**config.mk**
```make
export PLATFORM = sky130hd
export DESIGN_NAME = tmr_fault_monitor
export DESIGN_NICKNAME = d
export VERILOG_FILES = /design/src/rtl/tmr_fault_monitor.sv
export SDC_FILE = /design/constraint.sdc
export NUM_CORES = 1
export LEC_CHECK = 0
export CORE_MARGIN = 5
export CORE_UTILIZATION = 53
export DETAILED_ROUTE_END_ITERATION = 10
export MAX_ROUTING_LAYER = met4
export PLACE_DENSITY = 0.9
export SLEW_MARGIN = 20
export SYNTH_ARGS = -nofsm -noshare
export SYNTH_HDL_FRONTEND = slang
export SYNTH_SLANG_ARGS = --single-unit
```
**constraint.sdc**
```tcl
create_clock -name clk -period 2.2 [get_ports clk]
set_input_delay 0.55 -clock clk [delete_from_list [all_inputs] [get_ports clk]]
set_output_delay 0.55 -clock clk [all_outputs]
set_load 0.02 [all_outputs]
```
**src/rtl/tmr_fault_monitor.sv**
```systemverilog
// Fault monitor downstream of a TMR voter. It flags lanes that disagree with the
// vote, counts mismatching cycles, latches persistent lane faults and reports health.
module tmr_fault_monitor #(
  parameter int FAULT_THRESH = 4,
  parameter int CNT_W        = 8
) (
  input  logic             clk,
  input  logic             rst,
  input  logic             en,
  input  logic             clr,
  input  logic             a,
  input  logic             b,
  input  logic             c,
  input  logic             y,
  output logic [2:0]       mis,
  output logic [2:0]       lane_fault,
  output logic             voter_err,
  output logic [CNT_W-1:0] err_cnt,
  output logic [1:0]       status
);

  localparam int RUN_W = $clog2(FAULT_THRESH + 1);
  localparam logic [RUN_W-1:0] RUN_MAX = RUN_W'(FAULT_THRESH);

  typedef enum logic [1:0] {
    ST_OK       = 2'b00,
    ST_DEGRADED = 2'b01,
    ST_FAILED   = 2'b10
  } status_e;

  logic [2:0]       lane_d;
  logic             valid_d;
  logic [RUN_W-1:0] run     [3];
  logic [RUN_W-1:0] run_nxt [3];
  status_e          state;
  status_e          state_nxt;

  logic [2:0]       m;
  logic             maj_d;
  logic             verr;
  logic [2:0]       lf_nxt;
  logic             ve_nxt;
  logic [CNT_W-1:0] cnt_nxt;
  logic             multi_fault;

  // y is registered by the voter on the same edge that captures lane_d,
  // so after that edge both refer to the same lane samples.
  assign maj_d = (lane_d[0] & lane_d[1]) | (lane_d[0] & lane_d[2]) | (lane_d[1] & lane_d[2]);
  assign m     = {3{valid_d}} & (lane_d ^ {3{y}});
  assign verr  = valid_d & (y ^ maj_d);

  assign multi_fault = (lf_nxt[0] & lf_nxt[1]) | (lf_nxt[0] & lf_nxt[2]) | (lf_nxt[1] & lf_nxt[2]);

  always_comb begin
    // NOTE: every variable gets a default before any branch, so no latch is inferred.
    lf_nxt    = lane_fault;
    ve_nxt    = voter_err | verr;
    cnt_nxt   = err_cnt;
    state_nxt = state;

    for (int i = 0; i < 3; i++) begin
      run_nxt[i] = run[i];
      if (m[i]) begin
        if (run[i] != RUN_MAX) run_nxt[i] = run[i] + 1'b1;
      end else if (valid_d) begin
        run_nxt[i] = '0;
      end
      if (run_nxt[i] == RUN_MAX) lf_nxt[i] = 1'b1;
    end

    if ((|m) && (err_cnt != {CNT_W{1'b1}})) cnt_nxt = err_cnt + 1'b1;

    // Status looks at next-state flags so FAILED lands on the same edge as the fault.
    if (state != ST_FAILED) begin
      if (multi_fault || ve_nxt) state_nxt = ST_FAILED;
      else if (lf_nxt != 3'b000) state_nxt = ST_DEGRADED;
    end
  end

  // NOTE: sequential state is written only with non-blocking assignments.
  always_ff @(posedge clk or posedge rst) begin
    if (rst) begin
      lane_d     <= '0;
      valid_d    <= 1'b0;
      mis        <= '0;
      lane_fault <= '0;
      voter_err  <= 1'b0;
      err_cnt    <= '0;
      state      <= ST_OK;
      // NOTE: the run counters are a tiny array whose start value matters, so it is reset.
      for (int i = 0; i < 3; i++) run[i] <= '0;
    end else begin
      lane_d  <= {c, b, a};
      valid_d <= en;
      if (clr) begin
        mis        <= '0;
        lane_fault <= '0;
        voter_err  <= 1'b0;
        err_cnt    <= '0;
        state      <= ST_OK;
        for (int i = 0; i < 3; i++) run[i] <= '0;
      end else begin
        mis        <= m;
        lane_fault <= lf_nxt;
        voter_err  <= ve_nxt;
        err_cnt    <= cnt_nxt;
        state      <= state_nxt;
        for (int i = 0; i < 3; i++) run[i] <= run_nxt[i];
      end
    end
  end

  assign status = state;

endmodule

```
==> results.txt, run 1 <==
----------------------------------------------------
[Run status]
  Run status ... complete, no violations

[Layout]
  Layout area overhead ... 27.33%
  Post-layout nets ... 206
  Antenna cell count ... 0
  Fraction of layout cells with a size suffix above 1 ... 0.2031
  Combined area of the multi-input logic cells ... 795.8 µm²
  Post-route standard cell area excluding fillers ... 0.002034 mm²
  Post-Route Utilization ... 0.6832
  Number of filler instances in the final layout ... 219
  Sequential Area ... 750.7 µm²

[Setup path]
  Critical Path Start ... y
  Startpoint types ... input port
  CP endpoint kind ... flop
  Critical path data required time ... 2.43 ns
  Critical path class ... in -> reg
  Worst Path Arrival ... 2.36 ns
  Largest fanout on the critical path ... 4
  RR Startpoint ... run[0]$_DFF_PP0_

[STA]
  Fmax achieved ... 469.2 MHz
  Actual slew at the worst max-slew pin ... 0.5457 ns
  Max Slew Vio Count ... 0
  Final number of setup-violating endpoints ... 0
  Setup Skew ... 0.01371 ns
  Final hold violation count ... 0
  Worst slew margin ... 0.6362
  Ratio of final minimum period to clock period ... 0.9688
  Summed negative setup slack over all endpoints ... 0 ns
  Shortest clock period the worst path allows after layout ... 2.131 ns
  Minimum setup slack in the final design ... 0.06861 ns

[Power and ir drop]
  Sequential share of power ... 0.499
  Overall power after layout ... 1203 µW
  Switching power ... 323.3 µW
  Lkg Pwr ... 0.0008874 µW
  Clock network fraction of total power ... 0.344
  Max VDD drop ... 0.4314 mV
  Share of power burned in combinational logic ... 0.158
  Sw Ratio ... 0.2688
  Internal power consumption ... 879.5 µW
  Power density cells ... 591.2 mW/mm²

[Floorplan]
  Die Footprint ... 0.004213 mm²
  Core Box Area ... 0.002978 mm²
  Starting density of the core ... 0.5366
  Site Rows ... 20
  Height of the chip ... 64.91 µm
  Number of ports placed on the die boundary ... 25
  Die width ... 64.91 µm

[Global route]
  Congestion Overflow GR ... 0
  Global Route Usage Sum ... 0.1833
  Maximum number of pins on one net before global-route repair ... 31
  Global-route wire length before repair ... 5782 µm
  Number of global-route vias before repair ... 1304
  Number of antenna violations at the first check in global routing ... 0

[Logic synthesis]
  Area share of the largest cell type after synthesis ... 0.4699
  Number of distinct library cells after synthesis ... 42
  Area contributors post-synth ... sky130_fd_sc_hd__dfrtp_1 (47%), sky130_fd_sc_hd__ha_1 (5.5%), sky130_fd_sc_hd__nor2_1 (5.2%)
  Biggest area consumer among synthesized cells ... sky130_fd_sc_hd__dfrtp_1
  Number of synthesized register bits ... 30
  Avg Cell Area, Syn ... 10.44 µm²
  Share of synthesized area occupied by flip-flops and latches ... 0.4699
  Synthesized cell area ... 0.001598 mm²
  Count of warnings emitted by yosys ... 0
  Net count after synthesis ... 168
  Cells after Synth ... 153

[Routing]
  Number of routed nets with antenna violations ... 0
  Overall via count from detail_route ... 1251
  DRC errors left ... 0
  Total wire length ... 3282 µm
  DR WL/cell ... 14.59 µm
  Ratio of routed vias to standard cells ... 5.560
  Drt first-iter violations ... 59
  Detailed-routing iteration count for the pre-antenna-repair pass ... 5

[Placement]
  Placed cell areas ... 0.001929 mm²
  Half-perimeter wire length of the detailed placement result ... 2410 µm
  PortBufs ... 24
  Weighted congestion at the end of routability-driven global placement ... 0.8562
  Post-Place Setup Slack ... -0.2899 ns

[Clocking]
  CTS Buf Count ... 5
  Clock slew seen by the registers of the worst setup and hold paths ... 0.09 ns
  Root cell of the clock tree ... sky130_fd_sc_hd__clkbuf_4
  Clk_lat worst skew ... 0.34 ns
  Buffer depth of the longest clock path ... 2
  CTS tree ... yes
  Count of H-tree levels built during CTS ... 2
  Clock sink total ... 30

[Job]
  Max-capacitance violation count ... 0

[Min path]
  Class of the most critical hold timing path ... reg -> reg
  Launch instance of the worst min-delay path ... voter_err$_DFF_PP0_

----------------------------------------------------
==> worst paths after layout <==
kind,to,cells past startpoint,slack (ns)
worst max-delay path,status[0]$_DFFE_PP0P_,8,0.07
worst min-delay path,voter_err$_DFF_PP0_,2,0.56
worst max register to register,status[0]$_DFFE_PP0P_,8,0.23
worst min register to register,voter_err$_DFF_PP0_,2,0.56
max in group asynchronous,run[3]$_DFF_PP0_,3,1.35
min in group asynchronous,status[1]$_DFFE_PP0P_,3,0.57
==> synth_stat cells, drive strengths merged <==
master and instances:
ha 7, or3 1, nor2b 2, a2111oi 1, buf 4, a41oi 1
o2bb2ai 1, a21oi 13, nand2 11, inv 10, o21ai 5, nor2 22
nand4 4, xnor2 4, o2111a 1, a31oi 7, and2 2, maj3 2
a22oi 1, xor2 8, nand3 6, clkbuf 1, mux2i 2, and3 3
dfrtp 30, nand2b 1, or4 1, a32oi 1, and4 1
==> layout make-up <==
type,instances,area share
Timing Repair Buffer,36,0.1624
Tap cell,33,0.02030
Clock buffer,8,0.03875
Multi-Input combinational cell,108,0.3911
Inverter,10,0.01845
Sequential cell,30,0.3690
==> flip-flops by register name, indices dropped and copies added, names as in the netlist <==
register	count
valid_d	1
run	9
status	2
mis	3
err_cnt	8
lane_d	3
voter_err	1
lane_fault	3
==> power by group through the flow <==
stage / logic [µW] / clock network (µW) / registers [µW]
after floorplan: 105 / 0 / 614
after global placement: 177 / 0 / 607
after detailed placement: 184 / 0 / 609
after CTS: 186 / 422 / 599
after global routing: 210 / 454 / 604
final: 190 / 413 / 600
==> what timing repair did <==
action | 4_1_cts | 5_1_grt
hold buffers | 0 | 0
resized for setup | 0 | 2
endpoints found under the setup margin | 0 | 2
setup buffers | 0 | 1
hold endpoints to repair | 0 | 0
==> logic make-up after synthesis <==
group,Yosys count,share of synthesized area
DFF,30,0.4699
and+or+nand+nor,54,0.1660
muxes,2,0.01253
AOI/OAI and AO/OA,31,0.1645
xor gates and xnor gates,12,0.07517
adders and majority gates,9,0.06813
buffers and inverters,15,0.04385
==> layer usage <==
metal  track usage  share of wire  wire, µm  vias to the layer above
met5             -              0         0                        -
met4       0.06860          0.021        70                        0
met3       0.05719          0.044       145                        9
li1              -              -         -                      602
met2        0.3027           0.49      1592                       36
met1        0.2087           0.45      1473                      604
==> through the flow <==
stage,hold WS (ns),cells
final,0.5563,225
after global routing,0.5881,225
after CTS,0.5530,224
after detailed placement,0.5300,216
after global placement,0.5347,216
after floorplan,0.5344,153
==> placed cells by master, fill, tap and decap left out, drive strengths merged, types with 5 or more instances in the layout <==
cell	Yosys	final
nor2	22	22
nand3	6	6
a31oi	7	7
o21ai	5	5
ha	7	7
nand2	11	11
buf	4	12
clkdlybuf4s50	0	24
dfrtp	30	30
inv	10	10
clkbuf	1	8
a21oi	13	13
xor2	8	8
==> critical path, stage by stage <==
cell and delay (ns):
sky130_fd_sc_hd__clkdlybuf4s50_1 0.46, sky130_fd_sc_hd__buf_4 0.20, sky130_fd_sc_hd__xor2_4 0.18, sky130_fd_sc_hd__and3_1 0.23
sky130_fd_sc_hd__a21oi_4 0.15, sky130_fd_sc_hd__a31oi_4 0.12, sky130_fd_sc_hd__maj3_2 0.34, sky130_fd_sc_hd__o2111a_1 0.12
No activity file was read; power rests on OpenSTA's default activity.
==> run 2: changes to the inputs <==
--- a/config.mk
+++ b/config.mk
@@ -5,8 +5,10 @@
 export SDC_FILE = /design/constraint.sdc
 export NUM_CORES = 1
 export LEC_CHECK = 0
-export CORE_MARGIN = 5
+export CAP_MARGIN = 25
+export CORE_MARGIN = 2
 export CORE_UTILIZATION = 53
+export CTS_CLUSTER_DIAMETER = 150
 export DETAILED_ROUTE_END_ITERATION = 10
 export MAX_ROUTING_LAYER = met4
 export PLACE_DENSITY = 0.9
==> results.txt, run 2 (synthesis gave the netlist of run 1 again) <==
----------------------------------------------------
[Layout]
  Commonest non-fill, non-tap cell in the layout ... sky130_fd_sc_hd__dfrtp_1
  Post-layout nets ... 211 (+2.4%)
  Register with the most flip-flops ... run
  Post-route insts no fill ... 228 (+1.3%)
  Antenna cell count ... 0 (unchanged)
  Most frequent cells in the layout ... sky130_fd_sc_hd__dfrtp_1 (30), sky130_fd_sc_hd__clkdlybuf4s50_1 (24), sky130_fd_sc_hd__nor2_1 (22), sky130_fd_sc_hd__buf_4 (17), sky130_fd_sc_hd__nand2_1 (11)
  Fraction of layout cells with a size suffix above 1 ... 0.2132 (+0.01007)
  Layout area overhead ... 27.17%
  Largest registers ... run: 9 flops, err_cnt: 8 flops
  Flip-flop count of the largest register, all copies and words added ... 9 (unchanged)

[Placement]
  Total instance count after detailed placement ... 219 (+1.4%)
  PortBufs ... 24 (unchanged)
  Weighted congestion at the end of routability-driven global placement ... 0.7765 (-9.3%)
  Half-perimeter wire length of the detailed placement result ... 2548 µm (+5.7%)

[Power and ir drop]
  Lkg Pwr ... 0.0008944 µW (+0.79%)
  Max VDD drop ... 0.3917 mV (-9.2%)
  Power density cells ... 560.7 mW/mm² (-5.2%)

[Clocking]
  Count of H-tree levels built during CTS ... 2 (unchanged)
  CTS tree ... yes
  Total of hold buffers inserted after clock tree synthesis ... 0 (unchanged)
  Clock slew seen by the registers of the worst setup and hold paths ... 0.10 ns (about the same)
  Clk_lat worst skew ... 0.33 ns (about the same)
  Total of cells resized after clock tree synthesis ... 0 (unchanged)
  CTS Buf Count ... 5 (unchanged)
  Root cell of the clock tree ... sky130_fd_sc_hd__clkbuf_4
  Buffer depth of the longest clock path ... 2 (unchanged)
  Clock sink total ... 30 (unchanged)

[STA]
  Worst slew margin ... 0.6384 (+0.002143)
  Actual slew at the worst max-slew pin ... 0.5425 ns (-0.003215 ns)
  Setup Skew ... 0.01509 ns (+0.001384 ns)
  Fmax achieved ... 470.1 MHz (+0.19%)
  Max Slew Vio Count ... 0 (unchanged)
  Shortest clock period the worst path allows after layout ... 2.127 ns (-0.004106 ns)
  Final number of setup-violating endpoints ... 0 (unchanged)
  RSZ-0062 raised after global routing ... false
  Summed negative setup slack over all endpoints ... 0 ns (unchanged)
  Min Hold Slack ... 0.5587 ns (+0.002405 ns)
  Ratio of final minimum period to clock period ... 0.9669 (-0.001866)
  Final hold violation count ... 0 (unchanged)

[Routing]
  Number of routed nets with antenna violations ... 0 (unchanged)
  DR WL/cell ... 15.12 µm (+3.7%)
  Drt first-iter violations ... 52 (-12%)
  Total wire length ... 3448 µm (+5.1%)
  Overall via count from detail_route ... 1337 (+6.9%)
  DRC errors left ... 2 (+2)
  Detailed-routing iteration count for the pre-antenna-repair pass ... 8 (+3)
  Ratio of routed vias to standard cells ... 5.864 (+5.5%)

[Run status]
  Violations in the final reports ... DRC
  Run status ... finished with violations

[Min path]
  Class of the most critical hold timing path ... reg -> reg
  Worst hold path stage count ... 2 (unchanged)
  Launch instance of the worst min-delay path ... voter_err$_DFF_PP0_
  Worst hold endpoint ... voter_err$_DFF_PP0_

[Setup path]
  Worst r2r path cells ... 8 (unchanged)
  Startpoint types ... input port
  Critical path class ... in -> reg
  Worst Path Arrival ... 2.35 ns (about the same)
  FF-to-FF End ... status[0]$_DFFE_PP0P_
  Series of cell instances along the critical path ... clkdlybuf4s50_1, buf_4, xor2_2, o21ai_2, a21oi_2, a31oi_2, maj3_2, o2111a_1
  Reg-to-reg slack, setup ... 0.13 ns (-0.10 ns)
  Slowest cell delay on critical path ... 0.52 ns (+0.06 ns)
  Largest fanout on the critical path ... 4 (unchanged)
  Critical path data required time ... 2.42 ns (about the same)
  RR Startpoint ... run[6]$_DFF_PP0_
  Highest-delay cell along the critical path ... sky130_fd_sc_hd__clkdlybuf4s50_1
  Dominant delay contributor by cell family on the critical path ... buffers and inverters
  CP endpoint kind ... flop
  Critical path buffers and inverters ... 2 (unchanged)

[Global route]
  Global-route wire length before repair ... 5816 µm (+0.59%)
  Congestion Overflow GR ... 0 (unchanged)
  Global Route Usage Sum ... 0.2310 (+0.04762)
  Number of antenna violations at the first check in global routing ... 0 (unchanged)
  Maximum number of pins on one net before global-route repair ... 31 (unchanged)
  Number of global-route vias before repair ... 1322 (+1.4%)

[Floorplan]
  Height of the chip ... 58.91 µm (-9.2%)
  Number of ports placed on the die boundary ... 25 (unchanged)
  Site Rows ... 19 (-5.0%)
  Die Footprint ... 0.003470 mm² (-18%)
  Starting density of the core ... 0.5696 (+0.03303)
  Die width ... 58.91 µm (-9.2%)
  Core Box Area ... 0.002805 mm² (-5.8%)

[Job]
  Max-capacitance violation count ... 0 (unchanged)

----------------------------------------------------
-- run 2: timing repair --
action / CTS / global route
setup endpoints to repair: 0 / 2
hold endpoints to repair: 0 / 0
setup buffers: 0 / 1
-- run 2: metal layers --
layer / part of all wire / up-vias / GRT usage
met5: 0 / - / -
met4: 0.018 / 0 / 0.05844
met3: 0.058 / 13 / 0.05934
met2: 0.53 / 57 / 0.4175
met1: 0.40 / 656 / 0.2507
li1: - / 611 / -
-- run 2: how the worst max path moves through the flow --
stage	from	end	depth (start not counted)
floorplan	y	status[0]$_DFFE_PP0P_	7
detailed placement	y	status[1]$_DFFE_PP0P_	8
CTS	y	status[0]$_DFFE_PP0P_	8
global placement	y	status[0]$_DFFE_PP0P_	8
global route	y	status[0]$_DFFE_PP0P_	8
finish	y	status[0]$_DFFE_PP0P_	8
-- run 2: cell type report --
cell class	instances	area, µm²
Multi-Input combinational cell	108	777.0
Timing Repair Buffer	41	367.9
Sequential cell	30	750.7
Inverter	10	37.54
Tap cell	31	38.79
Fill cell	209	773.2
Clock buffer	7	55.05
Clock inverter	1	5.005
-- run 2: through the flow --
| stage | total power [µW] | area (µm²) | utilization | worst slack [ns] |
|---|---|---|---|---|
| floorplan | 719.1 | 1598 | - | 0.3378 |
| global placement | 795.5 | 1964 | 0.7003 | -0.2007 |
| detailed placement | 805.5 | 1964 | 0.7003 | -0.2750 |
| CTS | 1142 | 2024 | 0.7217 | 0.06130 |
| global route | 1188 | 2032 | 0.7244 | 0.007538 |
| finish | 1139 | 2032 | 0.7244 | 0.07272 |
-- run 2: power by group --
group	leakage [µW]	internal [µW]	switching (µW)	total, µW
sequential	0.000402	571	27.6	598
combinational	0.000457	97.1	102	199
clock	0.0000353	155	187	342
total	0.000894	823	317	1140
-- run 2: tightest hold or removal path: stages (launching register included) --
cell	delay [ns]
sky130_fd_sc_hd__dfrtp_1	0.36
sky130_fd_sc_hd__a21oi_1	0.08
sky130_fd_sc_hd__nor2_1	0.09
==> run 3: changes to the inputs <==
--- a/config.mk
+++ b/config.mk
@@ -7,11 +7,12 @@
 export LEC_CHECK = 0
 export CAP_MARGIN = 25
 export CORE_MARGIN = 2
-export CORE_UTILIZATION = 53
+export CORE_UTILIZATION = 50
+export CTS_BUF_LIST = sky130_fd_sc_hd__clkbuf_4
 export CTS_CLUSTER_DIAMETER = 150
 export DETAILED_ROUTE_END_ITERATION = 10
 export MAX_ROUTING_LAYER = met4
-export PLACE_DENSITY = 0.9
+export PLACE_DENSITY = 0.86
 export SLEW_MARGIN = 20
 export SYNTH_ARGS = -nofsm -noshare
 export SYNTH_HDL_FRONTEND = slang
==> results.txt, run 3 (synthesis gave the netlist of run 1 again) <==
----------------------------------------------------
[Layout]
  Fraction of layout cells with a size suffix above 1 ... 0.1842 (-0.02899)
  Largest registers ... run: 9 flops, err_cnt: 8 flops
  Register with the most flip-flops ... run
  Most frequent cells in the layout ... sky130_fd_sc_hd__dfrtp_1 (30), sky130_fd_sc_hd__clkdlybuf4s50_1 (24), sky130_fd_sc_hd__nor2_1 (22), sky130_fd_sc_hd__nand2_1 (11)
  Commonest non-fill, non-tap cell in the layout ... sky130_fd_sc_hd__dfrtp_1
  Sequential Area ... 750.7 µm² (unchanged)
  Flip-flop count of the largest register, all copies and words added ... 9 (unchanged)
  Post-layout nets ... 204 (-3.3%)
  Combined area of the multi-input logic cells ... 788.3 µm² (+1.4%)
  Antenna cell count ... 0 (unchanged)
  Number of filler instances in the final layout ... 250 (+20%)
  Post-route standard cell area excluding fillers ... 0.002004 mm² (-1.4%)
  Layout area overhead ... 25.45%

[Placement]
  Weighted congestion at the end of routability-driven global placement ... 0.8585 (+11%)
  Post-Place Setup Slack ... -0.2906 ns (-0.01552 ns)
  Placed cell areas ... 0.001936 mm² (-1.5%)
  PortBufs ... 24 (unchanged)
  Half-perimeter wire length of the detailed placement result ... 2486 µm (-2.4%)

[STA]
  Actual slew at the worst max-slew pin ... 0.4268 ns (-0.1156 ns)
  Shortest clock period the worst path allows after layout ... 2.102 ns (-0.02531 ns)
  Minimum setup slack in the final design ... 0.09804 ns (+0.02531 ns)
  Max Slew Vio Count ... 0 (unchanged)
  Fmax achieved ... 475.7 MHz (+1.2%)
  Min Hold Slack ... 0.5736 ns (+0.01485 ns)
  Ratio of final minimum period to clock period ... 0.9554 (-0.01151)
  Final hold violation count ... 0 (unchanged)
  Final number of setup-violating endpoints ... 0 (unchanged)
  Worst slew margin ... 0.7155 (+0.07709)
  RSZ-0062 raised after global routing ... false
  Setup Skew ... 0.006573 ns (-0.008517 ns)

[Clocking]
  Clk_lat worst skew ... 0.33 ns (about the same)
  Total of hold buffers inserted after clock tree synthesis ... 0 (unchanged)
  Buffer depth of the longest clock path ... 2 (unchanged)
  CTS tree ... yes
  Clock slew seen by the registers of the worst setup and hold paths ... 0.09 ns (about the same)
  CTS Buf Count ... 5 (unchanged)
  Count of H-tree levels built during CTS ... 2 (unchanged)
  Clock sink total ... 30 (unchanged)
  Root cell of the clock tree ... sky130_fd_sc_hd__clkbuf_4

[Setup path]
  Series of cell instances along the critical path ... clkdlybuf4s50_1, buf_6, xnor2_1, o21ai_1, a21oi_2, a31oi_4, maj3_2, a31oi_2
  Startpoint types ... input port
  Slowest cell delay on critical path ... 0.47 ns (-0.05 ns)
  Critical path data required time ... 2.45 ns (+0.03 ns)
  Largest fanout on the critical path ... 8 (+4)
  Highest-delay cell along the critical path ... sky130_fd_sc_hd__clkdlybuf4s50_1
  CP endpoint kind ... flop
  Worst Path Arrival ... 2.35 ns (about the same)
  Critical path class ... in -> reg

[Global route]
  Number of global-route vias before repair ... 1303 (-1.4%)
  Number of antenna violations at the first check in global routing ... 0 (unchanged)
  Maximum number of pins on one net before global-route repair ... 31 (unchanged)
  Congestion Overflow GR ... 0 (unchanged)
  Global-route wire length before repair ... 5630 µm (-3.2%)
  Global Route Usage Sum ... 0.2164 (-0.01455)

[Routing]
  Total wire length ... 3327 µm (-3.5%)
  Number of routed nets with antenna violations ... 0 (unchanged)
  Drt first-iter violations ... 48 (-7.7%)
  Detailed-routing iteration count for the pre-antenna-repair pass ... 4 (-4)
  DR WL/cell ... 14.22 µm (-6.0%)
  Ratio of routed vias to standard cells ... 5.410 (-7.7%)
  Overall via count from detail_route ... 1266 (-5.3%)
  DRC errors left ... 0 (-2)
  Wire length on met2 ... 1689 µm (-7.1%)
  Highest metal layer with signal wires ... met4
  Met3 routed WL ... 169 µm (-15%)
  Routed length on met1 ... 1376 µm (+0.73%)

[Power and ir drop]
  Max VDD drop ... 0.2888 mV (-26%)
  Overall power after layout ... 1100 µW (-3.4%)
  Lkg Pwr ... 0.0008633 µW (-3.5%)
  Power density cells ... 549.0 mW/mm² (-2.1%)

[Min path]
  Class of the most critical hold timing path ... reg -> reg

[Floorplan]
  Height of the chip ... 60.53 µm (+2.8%)
  Site Rows ... 20 (+1)
  Core Box Area ... 0.003053 mm² (+8.8%)
  Starting density of the core ... 0.5234 (-0.04622)
  Number of ports placed on the die boundary ... 25 (unchanged)
  Die Footprint ... 0.003664 mm² (+5.6%)
  Die width ... 60.53 µm (+2.8%)

[Job]
  Max-capacitance violation count ... 0 (unchanged)

[Run status]
  Run status ... complete, no violations

----------------------------------------------------
## run 3: cell type report
type,instances,share of cell area
Clock inverter,2,0.004370
Timing Repair Buffer,34,0.1592
Inverter,10,0.01873
Clock buffer,6,0.02247
Multi-Input combinational cell,108,0.3933
Tap cell,44,0.02747
Sequential cell,30,0.3745
## run 3: what timing repair did
item / 4_1_cts / 5_1_grt
buffers inserted: 0 / 0
resized for setup: 0 / 2
endpoints found under the setup margin: 0 / 2
hold endpoints to repair: 0 / 0
## run 3: final timing paths
kind | from | end | slack, ns | depth (start not counted)
worst min-delay path | voter_err$_DFF_PP0_ | voter_err$_DFF_PP0_ | 0.57 | 2
worst min register to register | voter_err$_DFF_PP0_ | voter_err$_DFF_PP0_ | 0.57 | 2
worst max-delay path | y | status[1]$_DFFE_PP0P_ | 0.1 | 8
max in group asynchronous | rst | status[1]$_DFFE_PP0P_ | 1.33 | 3
min in group asynchronous | rst | err_cnt[2]$_DFFE_PP0P_ | 0.58 | 3
worst max register to register | run[6]$_DFF_PP0_ | status[0]$_DFFE_PP0P_ | 0.23 | 8
## run 3: report_power, final
group	switching, µW	internal [µW]	total [µW]
logic	102	87.6	189
clock network	180	132	312
registers	28.1	571	599
## run 3: stage by stage
step / utilization / instances / TNS [ns]
5_1_grt: 0.6566 / 234 / 0
3_5_place_dp: 0.6340 / 226 / -2.011
2_1_floorplan: - / 153 / 0
6_report: 0.6566 / 234 / 0
3_3_place_gp: 0.6340 / 226 / -1.560
4_1_cts: 0.6516 / 234 / 0
## run 3: worst max-delay path: cells and delay by family
| kind | cells | cell delay (ns) |
|---|---|---|
| compound gates | 4 | 0.66 |
| xor+xnor | 1 | 0.16 |
| fa+ha+maj | 1 | 0.35 |
| buf+inv | 2 | 0.63 |
## run 3: layer usage
layer  track usage  vias to the layer above
li1              -                      602
met1        0.2407                      615
met2        0.3556                       39
met3       0.06397                       10
met4        0.1056                        0
met5             -                        -
